--- config.mk ---
export PLATFORM = sky130hd
export DESIGN_NAME = lot_occupancy_counter
export DESIGN_NICKNAME = d
export VERILOG_FILES = /design/src/rtl/lot_pkg.sv /design/src/rtl/gate_popcount.sv /design/src/rtl/lot_occupancy_counter.sv
export SDC_FILE = /design/constraint.sdc
export NUM_CORES = 1
export LEC_CHECK = 0
export BUFFER_PORTS_ARGS = -buffer_cell sky130_fd_sc_hd__buf_2
export CAP_MARGIN = 15
export CORE_ASPECT_RATIO = 2
export CORE_MARGIN = 2
export CORE_UTILIZATION = 30
export CTS_CLUSTER_SIZE = 14
export DETAILED_ROUTE_END_ITERATION = 8
export SYNTH_ARGS = -nofsm -noshare
export SYNTH_HDL_FRONTEND = slang
export SYNTH_SLANG_ARGS = --single-unit
--- constraint.sdc ---
create_clock -name clk -period 4.9 [get_ports clk]
set_clock_uncertainty 0.2 [all_clocks]
set_input_delay 0.735 -clock clk [delete_from_list [all_inputs] [get_ports clk]]
set_output_delay 0.735 -clock clk [all_outputs]
set_load 0.01 [all_outputs]
--- src/rtl/lot_pkg.sv ---
// Shared types and helpers for the parking-lot occupancy counter.
package lot_pkg;

  typedef enum logic [1:0] {
    EMPTY     = 2'd0,
    AVAILABLE = 2'd1,
    NEAR_FULL = 2'd2,
    FULL      = 2'd3
  } lot_status_e;

  // A margin at or above capacity makes cap-margin <= 0, so every non-empty,
  // non-full count lands in NEAR_FULL without a special case.
  function automatic lot_status_e status_of(input int cnt, input int cap, input int margin);
    lot_status_e st;
    if (cnt <= 0) begin
      st = EMPTY;
    end else if (cnt >= cap) begin
      st = FULL;
    end else if (cnt >= cap - margin) begin
      st = NEAR_FULL;
    end else begin
      st = AVAILABLE;
    end
    return st;
  endfunction

endpackage

--- src/rtl/gate_popcount.sv ---
// Combinational ones-count of the per-gate pulse vector.
module gate_popcount #(
  parameter  int N = 2,
  localparam int W = $clog2(N + 1)
) (
  input  logic [N-1:0] bits,
  output logic [W-1:0] ones
);

  // Sum the individual gate pulses
  always_comb begin
    ones = {W{1'b0}};
    for (int i = 0; i < N; i++) begin
      ones = ones + W'(bits[i]);
    end
  end

endmodule

--- src/rtl/lot_occupancy_counter.sv ---
// Saturating multi-gate parking-lot occupancy counter with status, refusal and underflow reporting.
// Optional peak tracking is enabled by defining OCC_PEAK_TRACK_EN.
module lot_occupancy_counter
  import lot_pkg::*;
#(
  parameter  int CAPACITY    = 25,
  parameter  int NUM_GATES   = 2,
  parameter  int NEAR_MARGIN = 3,
  parameter  int REJ_W       = 8,
  localparam int CW          = $clog2(CAPACITY + 1)
) (
  input  logic                 clk,
  input  logic                 reset,
  input  logic [NUM_GATES-1:0] enter,
  input  logic [NUM_GATES-1:0] exit,
  input  logic                 clear,
  input  logic                 err_clr,
  output logic [CW-1:0]        count,
  output lot_status_e          status,
  output logic                 overflow,
  output logic [REJ_W-1:0]     rejected_total,
  output logic                 err_underflow
`ifdef OCC_PEAK_TRACK_EN
  ,
  output logic [CW-1:0]        peak
`endif
);

  localparam int PW = $clog2(NUM_GATES + 1);
  localparam int NW = CW + PW + 1;
  localparam int SW = ((REJ_W > NW) ? REJ_W : NW) + 1;
  localparam logic signed [NW-1:0] CAP_S   = NW'(CAPACITY);
  localparam logic        [SW-1:0] REJ_MAX = {{(SW - REJ_W){1'b0}}, {REJ_W{1'b1}}};

  logic [PW-1:0]        enter_cnt_s;
  logic [PW-1:0]        exit_cnt_s;
  logic signed [NW-1:0] net_s;
  logic [NW-1:0]        excess_s;
  logic [SW-1:0]        rej_sum_s;
  logic [CW-1:0]        next_count_s;
  logic [REJ_W-1:0]     next_rej_s;
  logic                 ovf_s;
  logic                 unf_s;
  logic                 next_err_s;
  lot_status_e          status_next_s;

  logic [CW-1:0]        count_r;
  lot_status_e          status_r;
  logic                 overflow_r;
  logic [REJ_W-1:0]     rej_r;
  logic                 err_r;

  gate_popcount #(.N(NUM_GATES)) u_enter_cnt (.bits(enter), .ones(enter_cnt_s));
  gate_popcount #(.N(NUM_GATES)) u_exit_cnt  (.bits(exit),  .ones(exit_cnt_s));

  // Next-state: signed net count, clamp, refusal accounting and status decode
  always_comb begin
    net_s = $signed({{(NW - CW){1'b0}}, count_r})
          + $signed({{(NW - PW){1'b0}}, enter_cnt_s})
          - $signed({{(NW - PW){1'b0}}, exit_cnt_s});
    excess_s     = net_s - CAP_S;
    rej_sum_s    = {{(SW - REJ_W){1'b0}}, rej_r} + {{(SW - NW){1'b0}}, excess_s};
    next_count_s = count_r;
    next_rej_s   = rej_r;
    ovf_s        = 1'b0;
    unf_s        = 1'b0;
    if (clear) begin
      next_count_s = {CW{1'b0}};
    end else if (net_s > CAP_S) begin
      next_count_s = CW'(CAPACITY);
      ovf_s        = 1'b1;
      if (rej_sum_s > REJ_MAX) begin
        next_rej_s = {REJ_W{1'b1}};
      end else begin
        next_rej_s = rej_sum_s[REJ_W-1:0];
      end
    end else if (net_s[NW-1]) begin
      next_count_s = {CW{1'b0}};
      unf_s        = 1'b1;
    end else begin
      next_count_s = net_s[CW-1:0];
    end
    // err_clr wins over a simultaneous underflow
    if (err_clr) begin
      next_err_s = 1'b0;
    end else if (unf_s) begin
      next_err_s = 1'b1;
    end else begin
      next_err_s = err_r;
    end
    status_next_s = status_of(int'(next_count_s), CAPACITY, NEAR_MARGIN);
  end

  // Occupancy, status and error state registers
  always_ff @(posedge clk) begin
    if (reset) begin
      count_r    <= {CW{1'b0}};
      status_r   <= EMPTY;
      overflow_r <= 1'b0;
      rej_r      <= {REJ_W{1'b0}};
      err_r      <= 1'b0;
    end else begin
      count_r    <= next_count_s;
      status_r   <= status_next_s;
      overflow_r <= ovf_s;
      rej_r      <= next_rej_s;
      err_r      <= next_err_s;
    end
  end

  assign count          = count_r;
  assign status         = status_r;
  assign overflow       = overflow_r;
  assign rejected_total = rej_r;
  assign err_underflow  = err_r;

`ifdef OCC_PEAK_TRACK_EN
  logic [CW-1:0] peak_r;

  // High-water mark of the occupancy since reset or clear
  always_ff @(posedge clk) begin
    if (reset) begin
      peak_r <= {CW{1'b0}};
    end else if (clear) begin
      peak_r <= {CW{1'b0}};
    end else if (next_count_s > peak_r) begin
      peak_r <= next_count_s;
    end else begin
      peak_r <= peak_r;
    end
  end

  assign peak = peak_r;
`endif

endmodule

==> results of run 1 <==
==> metal layers <==
layer,up-vias,routed length [µm],global-route usage
li1,675,-,-
met1,630,1232,0.1403
met2,17,2180,0.3010
met3,11,73,0.01327
met4,0,173,0.09467
met5,-,0,0
==> flip-flops by register name, indices dropped and copies added, names as in the netlist <==
name,count
count,5
rejected_total,8
status,2
overflow,1
err_underflow,1
==> cells in the mapped netlist <==
library cell,number
nor2b_1,4
nor2_1,9
buf_2,1
a21o_1,3
o21bai_1,2
o211ai_1,1
clkbuf_1,2
nand3_1,4
o21a_1,1
a21oi_4,1
a21boi_0,1
a311oi_1,1
o21ai_0,5
xor2_1,6
and2_1,1
or3_1,1
a31oi_1,3
xnor2_1,5
nand2_2,1
a2111oi_4,1
o2111ai_1,1
nand2b_1,12
a22o_1,1
nand2_1,10
a41oi_1,1
inv_1,23
nor3_1,5
a22oi_1,7
xnor2_4,1
a211o_1,1
o211ai_2,1
a211oi_1,1
nor4_1,1
a21oi_1,10
a21oi_2,2
ha_1,16
o31a_1,1
fa_1,4
dfxtp_1,17
==> critical path: cells and delay by family <==
kind / cells / cell delay [ns]
fa+ha+maj: 5 / 1.72
buf+inv: 7 / 0.76
compound gates: 5 / 0.75
xor+xnor: 2 / 0.30
simple gates: 2 / 0.27
==> logic make-up (layout without fill, tap and decap cells) <==
logic type | Yosys count | count (layout) | synth area share
buffers and inverters | 26 | 71 | 0.06936
flip-flops | 17 | 17 | 0.2388
XOR/XNOR | 12 | 12 | 0.08692
AO/OA/AOI/OAI | 45 | 45 | 0.2388
adder cells (fa/ha/maj) | 20 | 20 | 0.1967
AND/OR/NAND/NOR | 48 | 48 | 0.1695
==> cell type report <==
cell class                 instances  area (µm²)
clock buffer                       3       41.29
clock inverter                     1       7.507
fill                             497        2774
inverter                          23       86.33
multi-input combinational        125        1006
sequential                        17       340.3
tap                               55       68.82
timing repair buffer              44       274.0
==> path summary, 6_finish.rpt <==
path | slack (ns) | endpoint
max | 0.32 | rejected_total[5]
max reg2reg | 1.07 | rejected_total[5]
min reg2reg | 0.30 | rejected_total[0]
min | 0.30 | rejected_total[0]
==> stage by stage <==
stage	std cells	TNS, ns	hold slack [ns]	worst slack, ns
floorplan	168	0	0.3114	0.09943
global placement	264	-0.4606	0.3062	-0.08042
detailed placement	264	-0.7167	0.2979	-0.1124
CTS	268	0	0.3115	0.1743
global route	268	0	0.3357	0.05173
finish	268	0	0.3018	0.3219
==> results.yml, run 1 <==
final_layout:
  drive_gt1_frac: 0.2723
  stdcell_area_um2: 1824
  syn2layout_area_growth_pct: 28.01
  final_core_util: 0.3967
  mostFrequentLayoutCell: "buf_2"
  mostFrequentLayoutCells: "buf_2 (24), inv_1 (23), buf_4 (19)"
  num-nets-final: 242
  num_antenna_cells: 0
timing:
  slew_headroom: 0.7283
  post-route-period-util: 0.9343
  rsz0062_at_grt: "false"
  slew_violations: 0
  hold_violations: 0
  setup_viol: 0
  fin_crit_ns: 4.578
  fmax_ghz: 0.2184
  tightest_slew_ns: 0.4022
status:
  status: "finished, final reports clean"
setup_path:
  cp.required_ns: 4.84
  reg2reg_from: "count[0]"
  crit_slowest_cell: "fa_1"
  end_kind: "flip-flop"
  critical_path.max_fanout: 7
  max_stage_delay_ns: 0.53
  ff2ff_path_depth: 19
  critPathLaunch: "enter[1]"
  cp-start-kind: "input pin"
  worstSetupPathType: "in2reg"
  crit_path_cell_trace: "buf_2, fa_1, inv_1, fa_1, inv_1, ha_1, inv_1, fa_1, buf_4, xnor2_4, nand2_1, buf_4, xor2_1, ha_1, o21a_1, o31a_1, nor4_2, a21oi_1, a2111oi_4, buf_6, a22oi_1"
  crit_arrival_ns: 4.52
synth:
  syn-cell-area_um2: 1425
  synth.largest_area_cell: "dfxtp_1"
  syn_inst: 168
  postSynthAreaPerCell_um2: 8.483
  ys_types: 39
  ys_seq_area_frac: 0.2388
  synth_seq_cells: 17
  synthTopCellsByArea: "dfxtp_1 (24%), ha_1 (14%), inv_1 (6.1%)"
  synth_top_cell_area_share: 0.2388
  ys_warn_count: 0
  synthesis.nets: 196
die:
  die_h_um: 101.5
  die_w_um: 52.74
  ios: 25
  die_area_um2: 5351
  std_cell_rows: 35
  initial_core_util: 0.3099
  coreArea_um2: 4598
cts:
  clk_path_buf_depth: 2
  cts_root_buf: "clkbuf_8"
  cts-htree-levels: 1
  cts.clk_slew.worst_paths_ns: 0.08
  ctsHoldBuffers: 0
  cts_resized: 0
  clk_latency_ns: 0.27
  cts_setup_buffers: 0
  cts_num_sinks: 17
  cts_tree: "yes"
  cts-buffers-inserted: 3
routing:
  postRouteAntennaNets: 0
  avgViaCountPerCell: 4.974
  remaining_drc_errors: 0
  first_pass_iters: 4
  first_iter_violations: 14
  vias: 1333
  wl_per_cell_um: 13.65
  wl_mm: 3.659
global_routing:
  antenna_found_initial: 0
  grt-ovfl-total: 0
  grt_first_pass_wirelength_mm: 6.037
  first_global_vias: 1369
  grt_max_degree: 12
  grt.total_usage: 0.1533
hold_path:
  hold_class: "reg2reg"
  min-delay-start: "rejected_total[0]"
  holdPathStages: 2
placement:
  placed_cell_area_um2: 1752
  portBuffers: 24
  dp_hpwl_mm: 3.039
  routabilityCongestion: 0.8505
run:
  drv_cap: 0
Power of run 1 is left out: the tool's default activity adds up to more than one toggle a clock period on the data nets, which glitch-free logic cannot reach.
==> run 2, diff against run 1 <==
--- a/config.mk
+++ b/config.mk
@@ -10,8 +10,10 @@
 export CORE_ASPECT_RATIO = 2
 export CORE_MARGIN = 2
 export CORE_UTILIZATION = 30
+export CTS_CLUSTER_DIAMETER = 60
 export CTS_CLUSTER_SIZE = 14
 export DETAILED_ROUTE_END_ITERATION = 8
+export SETUP_SLACK_MARGIN = 0.4
 export SYNTH_ARGS = -nofsm -noshare
 export SYNTH_HDL_FRONTEND = slang
 export SYNTH_SLANG_ARGS = --single-unit
==> run 2 against run 1 <==
Against the previous run: non-clock buffer count is 8 lower; register-to-register slack better by 0.23 ns; core utilization is 1.5 points higher; sequential share of layout area is 0.69 points lower; critical path depth is 2 lower.
==> results.yml, run 2 (synthesis results as in run 1) <==
final_layout:
  ff_latch_area_um2: 340.3
  num_antenna_cells: 0
  num-nets-final: 234
  multi_input_area_um2: 1129
  mostFrequentLayoutCell: "buf_2"
  syn2layout_area_growth_pct: 32.92
  fillers: 490
  final_core_util: 0.4120
  drive_gt1_frac: 0.3463
  mostFrequentLayoutCells: "buf_2 (23), inv_1 (19), dfxtp_1 (17)"
  largest_reg_flops: 8
timing:
  rsz0062_at_grt: "true"
  holdWs_ns: 0.3076
  hold_violations: 0
  tightest_slew_ns: 0.3275
  post-route-period-util: 0.8882
  setup_viol: 0
  setup_slack_ns: 0.5481
  fin_crit_ns: 4.352
  slew_headroom: 0.7812
  slew_violations: 0
  fmax_ghz: 0.2298
  setup-tns-final_ns: 0
setup_path:
  crit_family: "adder cells"
  reg2reg_from: "count[0]"
  crit_arrival_ns: 4.29
  crit_path_cell_trace: "buf_6, fa_1, inv_2, fa_2, inv_2, ha_4, inv_2, fa_2, nand2_2, nand2_4, xor2_1, ha_1, o21a_1, o31a_1, nor4_4, a21oi_2, a2111oi_4, buf_6, a22oi_1"
  rr_endpoint: "rejected_total[0]"
  cp-start-kind: "input pin"
  worstSetupPathType: "in2reg"
  critical_path.max_fanout: 7
  reg2reg_slack_ns: 1.30
  cp.required_ns: 4.84
  crit_slowest_cell: "fa_2"
  ff2ff_path_depth: 17
  worst-path-buf-inv: 5
  crit_top_cell: "inv_2"
  end_kind: "flip-flop"
  max_stage_delay_ns: 0.62
routing:
  avgViaCountPerCell: 5.004
  wl_met2_mm: 2.135
  top_layer: "met4"
  wl_per_cell_um: 13.90
  first_iter_violations: 31
  wl_met3_um: 75
  postRouteAntennaNets: 0
  remaining_drc_errors: 0
  vias: 1301
  first_pass_iters: 4
  drt-met1-wl_mm: 1.240
  wl_mm: 3.613
hold_path:
  min-delay-start: "rejected_total[0]"
  holdPathStages: 2
  whs_endpoint: "rejected_total[0]"
  hold_class: "reg2reg"
cts:
  cts_tree: "yes"
  cts.clk_slew.worst_paths_ns: 0.08
  cts-htree-levels: 1
  cts_num_sinks: 17
  ctsHoldBuffers: 0
  clk_latency_ns: 0.26
  clk_path_buf_depth: 2
  cts-buffers-inserted: 3
  cts_root_buf: "clkbuf_8"
global_routing:
  grt.total_usage: 0.1444
  antenna_found_initial: 0
  grt_first_pass_wirelength_mm: 5.782
  grt-ovfl-total: 0
  grt_max_degree: 12
  first_global_vias: 1353
die:
  initial_core_util: 0.3099
  std_cell_rows: 35
  die_h_um: 101.5
  die_w_um: 52.74
  coreArea_um2: 4598
  ios: 25
  die_area_um2: 5351
placement:
  dp_hpwl_mm: 2.883
  portBuffers: 24
  pre_cts_ws_ns: 0.1037
  routabilityCongestion: 0.8123
status:
  status: "finished, final reports clean"
run:
  drv_cap: 0
[run 2: changes by cell type in the layout (fill, tap and decap cells not counted), moves of 2 or more]
cell | previous run | this run
inv_1 | 23 | 19
nand2_1 | 10 | 7
ha_1 | 16 | 14
a21oi_2 | 2 | 4
buf_6 | 1 | 3
fa_2 | 0 | 2
a21oi_1 | 10 | 7
buf_4 | 19 | 10
fa_1 | 4 | 2
nand2_2 | 1 | 3
inv_2 | 0 | 4
[run 2: how the worst max path moves through the flow]
stage             start           endpoint  cells after the start
2_1_floorplan  enter[1]  rejected_total[0]                     18
3_3_place_gp   enter[1]  rejected_total[1]                     18
3_5_place_dp   enter[1]  rejected_total[1]                     18
4_1_cts        enter[1]  rejected_total[1]                     18
5_1_grt         exit[0]  rejected_total[4]                     20
6_report       enter[1]  rejected_total[0]                     19
[run 2: layout make-up]
type / instances / share of cell area
clock buffer: 3 / 0.02180
clock inverter: 1 / 0.002642
inverter: 23 / 0.04557
multi-input combinational: 125 / 0.5958
sequential: 17 / 0.1797
tap: 55 / 0.03633
timing repair buffer: 36 / 0.1182
[run 2: metal layers]
| metal | track usage | vias up |
|---|---|---|
| met2 | 0.2837 | 26 |
| met1 | 0.1327 | 610 |
| met3 | 0.01622 | 14 |
| met4 | 0.08284 | 0 |
| met5 | 0 | - |
| li1 | - | 651 |
[run 2: what timing repair did]
item | 4_1_cts | 5_1_grt
pin swaps | 0 | 10
setup buffers | 0 | 2
resized for setup | 3 | 21
hold endpoints to repair | 0 | 0
setup endpoints to repair | 7 | 8
[run 2: through the flow]
stage,instance area (µm²),cells
after floorplan,1460,168
after global placement,1709,254
final,1894,260
after CTS,1767,258
after global routing,1894,260
after detailed placement,1709,254
[run 2: worst min-delay path: stages, from the launching register on]
cell      delay [ns]
dfxtp_1         0.33
nand2b_1        0.07
a22oi_1         0.06
Power of run 2 is left out for the same reason.
==> run 3, diff against run 2 <==
--- a/config.mk
+++ b/config.mk
@@ -5,6 +5,7 @@
 export SDC_FILE = /design/constraint.sdc
 export NUM_CORES = 1
 export LEC_CHECK = 0
+export ABC_AREA = 1
 export BUFFER_PORTS_ARGS = -buffer_cell sky130_fd_sc_hd__buf_2
 export CAP_MARGIN = 15
 export CORE_ASPECT_RATIO = 2
==> constraint.sdc (replaced) <==
create_clock -name clk -period 4.95 [get_ports clk]
set_clock_uncertainty 0.2 [all_clocks]
set_input_delay 0.7425 -clock clk [delete_from_list [all_inputs] [get_ports clk]]
set_output_delay 0.7425 -clock clk [all_outputs]
set_load 0.01 [all_outputs]
==> run 3 against run 2 <==
Against the previous run: design area is 2.2% lower; largest cell class unchanged; sequential share of layout area is 0.41 points higher; non-clock buffer count is 6 lower; register-to-register slack better by 0.02 ns; hold slack better by 0.025 ns; sequential cell count stayed put; wire length is 5.5% higher; synthesized cell count is 24% higher; setup slack better by 0.0072 ns; final cell count is 15% higher; synthesized area is 7.5% higher; global-route usage is 0.46 points lower.
==> results.yml, run 3 <==
global_routing:
  grt_util_met2: 0.2814
  antenna_found_initial: 0
  use_met3: 0.01000
  grt-ovfl-total: 0
  grt.total_usage: 0.1398
  first_global_vias: 1350
  grt_first_pass_wirelength_mm: 5.830
  top_usage_layer: "met2"
  grt_util_met1: 0.1221
  grt_max_degree: 16
hold_path:
  hold_class: "reg2reg"
  min-delay-start: "err_underflow"
  holdPathStages: 2
cts:
  clk_latency_ns: 0.26
  cts_num_sinks: 17
  clk_path_buf_depth: 2
  ctsHoldBuffers: 0
  cts_root_buf: "clkbuf_8"
  cts.clk_slew.worst_paths_ns: 0.07
  cts-htree-levels: 1
  cts-buffers-inserted: 3
  cts_tree: "yes"
synth:
  syn-cell-area_um2: 1531
  ys_seq_area_frac: 0.2222
  synth.largest_area_cell: "dfxtp_1"
  syn_inst: 209
  synthTopCellsByArea: "dfxtp_1 (22%), ha_1 (13%), inv_1 (10%)"
  postSynthAreaPerCell_um2: 7.328
  synthArstFlopShare: 0
  yosysMostFrequentCell: "inv_1"
  synthesis.nets: 237
  synth_top_cells_by_count: "inv_1 (41), nand2_1 (34), dfxtp_1 (17), nor2_1 (17), ha_1 (16)"
  ys_warn_count: 0
  synth_seq_cells: 17
  synth_top_flop_cell: "dfxtp_1"
  ys_types: 31
  synth-edff-count: 0
  synth_top_cell_area_share: 0.2222
die:
  ios: 25
  initial_core_util: 0.3119
  std_cell_rows: 36
  coreArea_um2: 4910
  die_w_um: 54.52
  die_area_um2: 5727
  die_h_um: 105.0
setup_path:
  end_kind: "flip-flop"
  crit_arrival_ns: 4.35
  critPathLaunch: "enter[1]"
  critical_path.max_fanout: 5
  reg2reg_from: "count[0]"
  cp-start-kind: "input pin"
  cp.required_ns: 4.90
  worstSetupPathType: "in2reg"
  ff2ff_path_depth: 21
timing:
  fin_crit_ns: 4.395
  slew_headroom: 0.7265
  setup-tns-final_ns: 0
  tightest_slew_ns: 0.4102
  rsz0062_at_grt: "false"
  holdWs_ns: 0.3325
  post-route-period-util: 0.8878
  slew_violations: 0
  fmax_ghz: 0.2275
  setup_slack_ns: 0.5552
  hold_violations: 0
  setup_viol: 0
placement:
  placed_cell_area_um2: 1708
  pre_cts_ws_ns: 0.05866
  dp_hpwl_mm: 3.012
  portBuffers: 24
  routabilityCongestion: 0.8319
final_layout:
  mostFrequentLayoutCells: "inv_1 (38), nand2_1 (34), buf_2 (24)"
  syn2layout_area_growth_pct: 20.92
  num_antenna_cells: 0
  largest_reg_flops: 8
  stdcell_area_um2: 1852
  num-nets-final: 270
  drive_gt1_frac: 0.2822
  mostFrequentLayoutCell: "inv_1"
routing:
  postRouteAntennaNets: 0
  vias: 1405
  avgViaCountPerCell: 4.715
  wl_per_cell_um: 12.79
  wl_mm: 3.811
  first_iter_violations: 12
  remaining_drc_errors: 0
  first_pass_iters: 4
run:
  drv_cap: 0
status:
  status: "finished, final reports clean"
==> run 3: cell count changes in the layout (fill, tap and decap cells not counted), sizes merged, moves of 7 or more <==
cell    before  now
a22oi        7    0
nand2b      12    0
nor2         9   21
nand2       11   41
inv         23   44
nand3        4   19
==> run 3: per-stage QoR <==
| stage | util | cells |
|---|---|---|
| finish | 0.3772 | 298 |
| global route | 0.3772 | 298 |
| CTS | 0.3586 | 293 |
| detailed placement | 0.3479 | 289 |
| global placement | 0.3479 | 289 |
| floorplan | - | 209 |
==> run 3: path summary, 6_finish.rpt <==
path / end / slack (ns)
setup reg to reg: rejected_total[7] / 1.32
hold reg to reg: err_underflow / 0.33
setup / recovery: rejected_total[7] / 0.56
hold / removal: err_underflow / 0.33
==> run 3: cells by family after synthesis <==
family	Yosys count	synth area share
fa+ha+maj	20	0.1830
compound gates	33	0.1291
buf+inv	47	0.1258
simple gates	83	0.2835
xor+xnor	9	0.05638
flops	17	0.2222
==> run 3: routing by layer <==
metal	wire length, µm	vias to the layer above
met4	124	0
met3	68	9
li1	-	724
met2	2350	18
met1	1267	654
met5	0	-
==> run 3: area by class of cell <==
cell class / instances / area [µm²]
inverter: 45 / 170.2
fill: 520 / 3058
tap: 57 / 71.32
timing repair buffer: 30 / 168.9
multi-input combinational: 145 / 1055
sequential: 17 / 340.3
clock buffer: 3 / 41.29
clock inverter: 1 / 5.005
==> run 3: what timing repair did <==
| action | in CTS | in global routing |
|---|---|---|
| setup endpoints to repair | 2 | 7 |
| gates cloned | 0 | 0 |
| pin swaps | 0 | 10 |
| endpoints found under the hold margin | 0 | 0 |
| setup buffers | 0 | 5 |
| gates resized for setup | 2 | 14 |
==> run 3: critical path, cell delays in order <==
cell and delay (ns):
buf_2 0.11, fa_1 0.53, inv_1 0.05, fa_1 0.34, inv_1 0.07, ha_2 0.18
inv_2 0.05, fa_2 0.50, nand2_1 0.11, inv_2 0.05, nor2_4 0.09, nand3_4 0.09
nand2_4 0.09, xor2_1 0.15, inv_1 0.09, ha_4 0.16, a21oi_1 0.23, o31ai_2 0.13
a21oi_2 0.19, buf_4 0.16, nand2_1 0.05, a21oi_1 0.13, nor2_1 0.05
Power of run 3 is left out for the same reason.
